==> src/rtl/lfsr_seq_ctrl_if.sv <==
// rtl/lfsr_seq_ctrl_if.sv - MMIO write bus into the LFSR burst sequencer
interface lfsr_seq_ctrl_if;
    logic        W;
    logic [15:0] A;
    logic [63:0] D;

    modport master (output W, output A, output D);
    modport slave  (input W, input A, input D);
endinterface

==> src/rtl/lfsr_seq_ctrl.sv <==
// rtl/lfsr_seq_ctrl.sv - issues a counted burst of LFSR steps and snapshots the result
module lfsr_seq_ctrl #(
    parameter int n     = 32,
    parameter int CNT_W = 32
) (
    input  logic             clock,
    input  logic             reset,
    lfsr_seq_ctrl_if.slave   mmio,
    input  logic [n-1:0]     Q,
    output logic             step_en,
    output logic             busy,
    output logic             done,
    output logic             done_pulse,
    output logic             aborted,
    output logic             err,
    output logic [CNT_W-1:0] remaining,
    output logic [CNT_W-1:0] steps_done,
    output logic [n-1:0]     snapshot
);
    localparam logic [1:0] ST_IDLE    = 2'd0;
    localparam logic [1:0] ST_RUN     = 2'd1;
    localparam logic [1:0] ST_CAPTURE = 2'd2;
    localparam logic [1:0] ST_DONE    = 2'd3;

    localparam logic [15:0]      ADDR_COUNT = 16'h0016;
    localparam logic [15:0]      ADDR_CMD   = 16'h0018;
    localparam logic [CNT_W-1:0] CNT_MAX    = '1;

    logic [1:0]       state_q, state_d;
    logic [CNT_W-1:0] count_q, count_d;
    logic [CNT_W-1:0] remaining_q, remaining_d;
    logic [CNT_W-1:0] steps_done_q, steps_done_d;
    logic [n-1:0]     snapshot_q, snapshot_d;
    logic             aborted_q, aborted_d;
    logic             err_q, err_d;
    logic             done_pulse_q, done_pulse_d;
    logic             step_en_q, busy_q, done_q;

    logic wr_count, wr_cmd, cmd_start, cmd_abort, cmd_clear;

    always_comb begin
        wr_count  = mmio.W && (mmio.A == ADDR_COUNT);
        wr_cmd    = mmio.W && (mmio.A == ADDR_CMD);
        cmd_start = wr_cmd && mmio.D[0];
        cmd_abort = wr_cmd && mmio.D[1];
        cmd_clear = wr_cmd && mmio.D[2];
    end

    always_comb begin
        state_d      = state_q;
        count_d      = wr_count ? mmio.D[CNT_W-1:0] : count_q;
        remaining_d  = remaining_q;
        steps_done_d = steps_done_q;
        snapshot_d   = snapshot_q;
        aborted_d    = aborted_q;
        err_d        = err_q;
        done_pulse_d = 1'b0;

        case (state_q)
            ST_IDLE, ST_DONE: begin
                // ABORT outranks the others but has nothing to stop here
                if (cmd_abort) begin
                    state_d = state_q;
                end else if (cmd_clear) begin
                    state_d   = ST_IDLE;
                    aborted_d = 1'b0;
                    err_d     = 1'b0;
                end else if (cmd_start) begin
                    remaining_d  = count_q;
                    steps_done_d = '0;
                    aborted_d    = 1'b0;
                    state_d      = (count_q != '0) ? ST_RUN : ST_CAPTURE;
                end
            end
            ST_RUN: begin
                // The step in this cycle counts even when ABORT arrives with it
                if (remaining_q != '0)
                    remaining_d = remaining_q - 1'b1;
                if (steps_done_q != CNT_MAX)
                    steps_done_d = steps_done_q + 1'b1;
                if (cmd_abort) begin
                    state_d   = ST_CAPTURE;
                    aborted_d = 1'b1;
                end else if (remaining_q <= 1) begin
                    state_d = ST_CAPTURE;
                end
                if (cmd_start && !cmd_abort && !cmd_clear)
                    err_d = 1'b1;
            end
            default: begin
                snapshot_d   = Q;
                state_d      = ST_DONE;
                done_pulse_d = 1'b1;
                if (cmd_start && !cmd_abort && !cmd_clear)
                    err_d = 1'b1;
            end
        endcase
    end

    always_ff @(posedge clock) begin
        if (reset) begin
            state_q      <= ST_IDLE;
            count_q      <= '0;
            remaining_q  <= '0;
            steps_done_q <= '0;
            snapshot_q   <= '0;
            aborted_q    <= 1'b0;
            err_q        <= 1'b0;
            done_pulse_q <= 1'b0;
            step_en_q    <= 1'b0;
            busy_q       <= 1'b0;
            done_q       <= 1'b0;
        end else begin
            state_q      <= state_d;
            count_q      <= count_d;
            remaining_q  <= remaining_d;
            steps_done_q <= steps_done_d;
            snapshot_q   <= snapshot_d;
            aborted_q    <= aborted_d;
            err_q        <= err_d;
            done_pulse_q <= done_pulse_d;
            step_en_q    <= (state_d == ST_RUN);
            busy_q       <= (state_d == ST_RUN) || (state_d == ST_CAPTURE);
            done_q       <= (state_d == ST_DONE);
        end
    end

    assign step_en    = step_en_q;
    assign busy       = busy_q;
    assign done       = done_q;
    assign done_pulse = done_pulse_q;
    assign aborted    = aborted_q;
    assign err        = err_q;
    assign remaining  = remaining_q;
    assign steps_done = steps_done_q;
    assign snapshot   = snapshot_q;
endmodule

==> src/flat_wrapper.sv <==
// flat-port wrapper written by rule: the top's interface ports become plain ports
module lfsr_seq_ctrl_flat 
#(
    parameter int n     = 32,
    parameter int CNT_W = 32
)
  (clock, reset, Q, step_en, busy, done, done_pulse, aborted, err, remaining, steps_done, snapshot, mmio_W, mmio_A, mmio_D);
  lfsr_seq_ctrl_if mmio_i ();
  input  logic clock;
  input  logic reset;
  input  logic [n-1:0] Q;
  output logic step_en;
  output logic busy;
  output logic done;
  output logic done_pulse;
  output logic aborted;
  output logic err;
  output logic [CNT_W-1:0] remaining;
  output logic [CNT_W-1:0] steps_done;
  output logic [n-1:0] snapshot;
  input wire logic [$bits(mmio_i.W)-1:0] mmio_W;
  input wire logic [$bits(mmio_i.A)-1:0] mmio_A;
  input wire logic [$bits(mmio_i.D)-1:0] mmio_D;
  assign mmio_i.W = mmio_W;
  assign mmio_i.A = mmio_A;
  assign mmio_i.D = mmio_D;
  lfsr_seq_ctrl #(.n(n), .CNT_W(CNT_W)) u_core (.clock(clock), .reset(reset), .mmio(mmio_i), .Q(Q), .step_en(step_en), .busy(busy), .done(done), .done_pulse(done_pulse), .aborted(aborted), .err(err), .remaining(remaining), .steps_done(steps_done), .snapshot(snapshot));
endmodule
==> config.mk <==
export PLATFORM = sky130hd
export DESIGN_NAME = lfsr_seq_ctrl_flat
export DESIGN_NICKNAME = d
export VERILOG_FILES = /design/src/rtl/lfsr_seq_ctrl_if.sv /design/src/rtl/lfsr_seq_ctrl.sv /design/src/flat_wrapper.sv
export SDC_FILE = /design/constraint.sdc
export NUM_CORES = 1
export LEC_CHECK = 0
export CAP_MARGIN = 20
export CORE_ASPECT_RATIO = 2
export CORE_MARGIN = 2
export CORE_UTILIZATION = 41
export CTS_CLUSTER_DIAMETER = 120
export CTS_CLUSTER_SIZE = 8
export DETAILED_ROUTE_END_ITERATION = 10
export MAX_ROUTING_LAYER = met4
export PLACE_DENSITY = 0.73
export SYNTH_ARGS = -nofsm -noshare
export SYNTH_HDL_FRONTEND = slang
export SYNTH_SLANG_ARGS = --single-unit
==> constraint.sdc <==
create_clock -name clock -period 2.95 [get_ports clock]
set_input_delay 0.59 -clock clock [delete_from_list [all_inputs] [get_ports clock]]
set_output_delay 0.59 -clock clock [all_outputs]
set_load 0.1 [all_outputs]
==> results of run 1 <==
==> cell type report <==
cell class	instances	area [sq um]
inverter	13	48.8
timing repair buffer	234	1980
sequential	136	2730
clock buffer	18	439
fill	1448	6540
clock inverter	14	148
tap	201	251
multi-input combinational	583	3470
==> state kept, by name (all words and copies together), names as in the netlist <==
| register | count |
|---|---|
| u_core.steps_done | 32 |
| u_core.busy | 1 |
| u_core.aborted | 1 |
| u_core.state_q | 2 |
| u_core.done | 1 |
| u_core.count_q | 32 |
| u_core.snapshot | 32 |
| u_core.done_pulse | 1 |
| u_core.remaining | 32 |
| u_core.step_en | 1 |
| u_core.err | 1 |
==> placed cells by master, fill, tap and decap left out, types with 14 or more instances in the layout <==
cell type and instances:
a31oi_1 15, nor3_1 15, dfxtp_1 130, nand2_1 106, nor4_1 29, or3_1 14
buf_4 151, nand3_1 23, clkdlybuf4s50_1 81, nor2_1 89, a21oi_1 64, and3_1 18
clkbuf_16 17, nand4_1 25, xor2_1 14, o21ai_0 21, mux2i_1 34
==> per-layer routing <==
layer  routed length (um)  GRT usage (%)  vias to the layer above
li1                     -              -                     3236
met1                 8510           31.2                     3088
met2                 9220           37.0                      298
met3                 1410           4.32                       28
met4                  348           7.65                        0
met5                    0              -                        -
==> worst min path at each step <==
stage                               startpoint                         endpoint  slack [ns]  cells after the start
2_1_floorplan  u_core.count_q[17]$_SDFFE_PP0P_  u_core.count_q[17]$_SDFFE_PP0P_        0.44                      2
3_3_place_gp   u_core.count_q[22]$_SDFFE_PP0P_  u_core.count_q[22]$_SDFFE_PP0P_        0.46                      2
3_5_place_dp   u_core.count_q[22]$_SDFFE_PP0P_  u_core.count_q[22]$_SDFFE_PP0P_        0.47                      2
4_1_cts        u_core.count_q[11]$_SDFFE_PP0P_  u_core.count_q[11]$_SDFFE_PP0P_        0.47                      2
5_1_grt         u_core.count_q[7]$_SDFFE_PP0P_   u_core.count_q[7]$_SDFFE_PP0P_        0.49                      2
6_report       u_core.count_q[11]$_SDFFE_PP0P_  u_core.count_q[11]$_SDFFE_PP0P_        0.47                      2
==> kinds of logic (layout without fill, tap and decap cells) <==
kind of cell               after synthesis  after routing
DFF                                    136            136
buffers and inverters                   66            279
xor gates and xnor gates                24             24
and+or+nand+nor                        359            359
AOI/OAI and AO/OA                      156            156
muxes                                   36             36
adders and majority gates                8              8
==> per-stage QoR <==
stage          std cells  setup WS [ns]  TNS [ns]  hold slack (ns)  util [%]
6_report            1199          0.231         0            0.474      58.1
2_1_floorplan        785        0.00814         0            0.440         -
3_5_place_dp        1167        -0.0791    -0.399            0.467      54.4
5_1_grt             1199         0.0732         0            0.495      58.1
3_3_place_gp        1167        -0.0639    -0.394            0.462      54.4
4_1_cts             1199          0.232         0            0.474      58.1
==> report_power, final <==
group	switching (uW)	leakage [uW]	internal [uW]
sequential	83.6	0.00110	1970
combinational	1570	0.00219	627
clock	840	0.000287	1270
==> critical path: stages, from the launching register on <==
cell and delay, ns:
dfxtp_1 0.39, inv_1 0.07, ha_2 0.35, inv_1 0.08
nor4b_2 0.36, a31oi_2 0.16, or4_4 0.61, or4_1 0.48
a21oi_1 0.15
==> cell usage after synthesis, drive strengths merged, types with 3 or more instances <==
cell type and instances:
a211oi 3, mux2i 34, nand2 106, nor2b 5, a22oi 11, o311a 3
nor4 31, nand4 26, nor2 89, buf 14, o31ai 3, xor2 14
a21oi 64, inv 13, or2 3, nor4b 5, and2 4, or3 15
dfxtp 136, and4 4, o22ai 12, ha 8, xnor2 10, a31oi 16
nand3 24, nor3 17, and3 18, or4 8, clkbuf 39, o21a 3
o21ai 21
==> flow_summary_export.csv, run 1 <==
group,metric,value,unit
global_route,grt_pass1_vias,6358,
global_route,grt_max_degree,51,
setup_path,timing.rr.start,"u_core.state_q[0]$_SDFF_PP0_",
yosys,synth_compound_area_share,14.8,%
finish,syn_to_final_growth,39.8,%
clock_tree,cts_tree,"yes",
floorplanning,die_area,0.0169,sq mm
floorplanning,coreArea,0.0156,sq mm
yosys,synth_top_area_share,42.0,%
finish,fin_area,0.00908,sq mm
yosys,synthSimpleGateAreaFrac,28.1,%
timing,clock.fmax,368,MHz
yosys,async_reset_ff_share,0,%
setup_path,worstRegToRegCells,8,
timing,finalCriticalPeriod,2.72,ns
routing,drc_errors,0,
yosys,syn-cell-area,0.00649,sq mm
global_route,antenna_found_initial,0,
global_route,grt_usage,23.8,%
timing,tightest_slew,0.632,ns
setup_path,worstSetupEndpoint,"u_core.steps_done[31]$_SDFFE_PP0P_",
floorplanning,die_h,182,um
yosys,syn_avg_cell_area,8.27,sq um
timing,finalClockSkew,0.00633,ns
power_and_ir_drop,vdd_drop_max,0.547,mV
job,cap_violations,0,
finish,diodes,0,
timing,slew_viol_final,0,
yosys,synthFlopType,"dfxtp_1",
routing,vias,6650,
status,status,"finished, final reports clean",
yosys,synthTopCellsByArea,"dfxtp_1 42%, nand2_1 6.1%, mux2i_1 5.2%",
timing,slew_headroom,57.3,%
global_route,overflow,0,
yosys,yosys-mux-area-fraction,5.59,%
setup_path,crit_path_start_kind,"flop",
setup_path,endpoint_kind,"flop",
routing,routed_wl,19500,um
yosys,yosys_warnings,0,
setup_path,critPathArrivalTime,3.06,ns
yosys,synth_top_family_by_area,"simple AND/OR/NAND/NOR gates",
clock_tree,cts-root-buf,"clkbuf_16",
setup_path,reg2reg_to,"u_core.steps_done[31]$_SDFFE_PP0P_",
yosys,ys_seq_area_share,42.0,%
clock_tree,clk_latency,0.42,ns
floorplanning,die_w,93.0,um
timing,timing.final.crit_share,92.2,%
yosys,synth_cell_type_count,63,
timing,rsz0062_at_grt,"no",
routing,drt-wirelength-per-cell,16.3,um
yosys,synth_nets,908,
finish,layout.nets,1108,
setup_path,critPathMaxFanout,8,
clock_tree,clk_path_buf_depth,2,
setup_path,path_class,"reg2reg",
timing,finalHoldViolCount,0,
floorplanning,io_pins,217,
routing,ant_nets,0,
routing,drt_iter0_drc,407,
setup_path,r2r_slack,0.23,ns
floorplanning,initial_utilization,41.6,%
power_and_ir_drop,powerDensity,700,mW/mm^2
yosys,synth_edf_count,0,
setup_path,startpoint,"u_core.state_q[0]$_SDFF_PP0_",
routing,first_pass_iters,5,
clock_tree,htree_levels,4,
yosys,yosysTopAreaCell,"dfxtp_1",
timing,setup_viol,0,
power_and_ir_drop,p_total,6360,uW
clock_tree,post-cts-setup-buffers,0,
finish,drive_gt1_share,21.3,%
worst_hold_path,worstHoldPathType,"reg2reg",
yosys,yosys.area_share.adder,1.54,%
clock_tree,cts_hold_buf,0,
routing,viasPerCell,5.55,
yosys,ys_ff_latch,136,
placement,port_buffers,184,
clock_tree,clkSinkCount,136,
clock_tree,cts_resized,0,
placement,gp_congestion,0.901,
clock_tree,clk_pin_slew,0.06,ns
power_and_ir_drop,leakage,0.00357,uW
placement,post-dp-hpwl,14100,um
setup_path,crit_required,3.30,ns
yosys,syn_inst,785,
yosys,synthXorXnorAreaFrac,3.24,%
placement,dpl-instance-area,0.00849,sq mm
floorplanning,rows,65,
clock_tree,numCtsBuffers,17,
global_route,grt_pass1_wl,31800,um
Power figures use the tool's default switching activity.
==> run 2, diff against run 1 <==
Settings changed: DONT_BUFFER_PORTS set to 1, PLACE_DENSITY 0.73 to not set, PLACE_DENSITY_LB_ADDON set to 0.15.
==> flow_summary_export.csv, run 2 (synthesized netlist as in run 1, its figures left out) <==
group,metric,value,unit
global_route,use_met1,30.2,%
setup_path,crit_path_start_kind,"flop",
routing,viasPerCell,5.73,
worst_hold_path,holdCritStartpoint,"reset",
global_route,antenna_found_initial,0,
global_route,top_usage_layer,"met2",
clock_tree,htree_levels,4,
finish,final_cell_mix,"130 x dfxtp_1, 106 x nand2_1, 89 x nor2_1, 87 x buf_4, 64 x a21oi_1",
worst_hold_path,holdPathEnd,"u_core.count_q[25]$_SDFFE_PP0P_",
global_route,met3_usage,5.44,%
setup_path,critPathMaxStageDelay,0.62,ns
worst_hold_path,worstHoldPathType,"in2reg",
floorplanning,coreArea,0.0156,sq mm
finish,final_util,49.8,%
timing,slew_viol_final,0,
setup_path,timing.rr.start,"u_core.state_q[0]$_SDFF_PP0_",
clock_tree,cts_hold_buf,0,
clock_tree,numCtsBuffers,17,
timing,timing.final.crit_share,93.7,%
floorplanning,rows,65,
floorplanning,die_h,182,um
placement,gp_congestion,0.857,
routing,ant_nets,0,
setup_path,path_cells,"inv_1 -> ha_2 -> inv_1 -> nor4b_2 -> a31oi_2 -> or4_4 -> or4_1 -> a21oi_1",
routing,drt-wirelength-per-cell,18.4,um
timing,finalHoldViolCount,0,
routing,drt_iter0_drc,397,
clock_tree,clk_path_buf_depth,2,
global_route,grtUsageMet2,36.0,%
timing,finalCriticalPeriod,2.76,ns
setup_path,r2r_slack,0.19,ns
timing,tns,0,ns
placement,post-dp-hpwl,13600,um
power_and_ir_drop,intPower,3650,uW
power_and_ir_drop,p_sw,2380,uW
global_route,grt_pass1_wl,30700,um
status,status,"finished, final reports clean",
routing,routed_wl,19300,um
global_route,grt_max_degree,107,
setup_path,crit_path_top_delay_cell,"or4_4",
clock_tree,cts_tree,"yes",
timing,finalClockSkew,0.00898,ns
power_and_ir_drop,power_frac_seq,47.4,%
setup_path,crit_required,3.30,ns
setup_path,worstRegToRegCells,8,
global_route,grt_pass1_vias,5846,
floorplanning,die_w,93.0,um
routing,first_pass_iters,6,
clock_tree,post-cts-setup-buffers,0,
floorplanning,io_pins,217,
clock_tree,cts-root-buf,"clkbuf_16",
power_and_ir_drop,vdd_drop_max,0.618,mV
global_route,grt_usage,23.5,%
clock_tree,clk_pin_slew,0.06,ns
timing,tightest_slew,1.02,ns
finish,syn_to_final_growth,19.7,%
clock_tree,clk_latency,0.42,ns
timing,slew_headroom,32.0,%
job,cap_violations,0,
clock_tree,cts_resized,0,
timing,setup_viol,0,
finish,final_common_cell,"dfxtp_1",
finish,diodes,0,
power_and_ir_drop,leakage,0.00290,uW
setup_path,reg2reg_to,"u_core.steps_done[31]$_SDFFE_PP0P_",
power_and_ir_drop,pwr-share-clk,35.2,%
timing,clock.fmax,362,MHz
finish,layout.nets,962,
floorplanning,die_area,0.0169,sq mm
worst_hold_path,hold_path_depth,1,
routing,drc_errors,0,
power_and_ir_drop,combPwrFrac,17.4,%
setup_path,endpoint_kind,"flop",
setup_path,path_class,"reg2reg",
floorplanning,initial_utilization,41.6,%
setup_path,cp_common_cell,"inv_1",
global_route,overflow,0,
clock_tree,clkSinkCount,136,
power_and_ir_drop,swShare,39.5,%
placement,port_buffers,0,
power_and_ir_drop,powerDensity,776,mW/mm^2
finish,drive_gt1_share,17.2,%
timing,rsz0062_at_grt,"no",
setup_path,critPathArrivalTime,3.11,ns
routing,vias,6023,
setup_path,critPathMaxFanout,11,
[run 2: changes by cell type in the layout (fill, tap and decap cells not counted), sizes merged]
cell           before  now
clkinv              7    4
clkdlybuf4s50      81    0
inv                16   13
buf               153   88
clkinvlp            2    4
clkbuf             18   21
[run 2: power groups by stage]
stage,logic (uW),registers [uW],clock network [uW]
2_1_floorplan,733,2950,0
3_3_place_gp,1030,2890,0
3_5_place_dp,1040,2890,0
4_1_cts,1050,2860,2170
5_1_grt,1150,2870,2230
6_report,1050,2860,2120
[run 2: final cells by class]
type,count,area [sq um]
Sequential cell,136,2730
Fill cell,1560,7850
Tap cell,201,251
Clock inverter,10,121
Timing Repair Buffer,88,673
Multi-Input combinational cell,583,3470
Clock buffer,21,470
Inverter,13,48.8
[run 2: metrics by stage]
stage / power (uW) / cells / hold slack, ns / setup WS (ns) / instance area, sq um
floorplan: 3680 / 785 / 0.440 / 0.00814 / 6500
global placement: 3920 / 1021 / 0.450 / 0.230 / 7180
detailed placement: 3930 / 1021 / 0.453 / 0.188 / 7180
CTS: 6070 / 1052 / 0.221 / 0.189 / 7770
global route: 6250 / 1052 / 0.229 / 0.0311 / 7770
finish: 6030 / 1052 / 0.231 / 0.185 / 7770
[run 2: critical path: cells and delay by family (launching register included)]
kind,cells,cell delay (ns)
AOI/OAI and AO/OA,2,0.33
adders and majority gates,1,0.35
buffers and inverters,2,0.15
DFF,1,0.40
and+or+nand+nor,3,1.45
[run 2: how the worst max path moves through the flow]
stage	startpoint	end	slack [ns]	cells after the start
after floorplan	u_core.steps_done[9]$_SDFFE_PP0P_	u_core.steps_done[27]$_SDFFE_PP0P_	0.008	7
after global routing	u_core.state_q[0]$_SDFF_PP0_	u_core.remaining[21]$_SDFFE_PP0P_	0.03	9
after global placement	mmio_A[9]	u_core.remaining[21]$_SDFFE_PP0P_	0.23	7
final	u_core.state_q[0]$_SDFF_PP0_	u_core.steps_done[31]$_SDFFE_PP0P_	0.19	8
after CTS	u_core.state_q[0]$_SDFF_PP0_	u_core.steps_done[31]$_SDFFE_PP0P_	0.19	8
after detailed placement	mmio_A[9]	u_core.steps_done[31]$_SDFFE_PP0P_	0.19	6
[run 2: per-layer routing]
layer	routed length, um	up-vias
li1	-	2951
met1	8400	2811
met2	9150	228
met3	1350	33
met4	435	0
met5	0	-
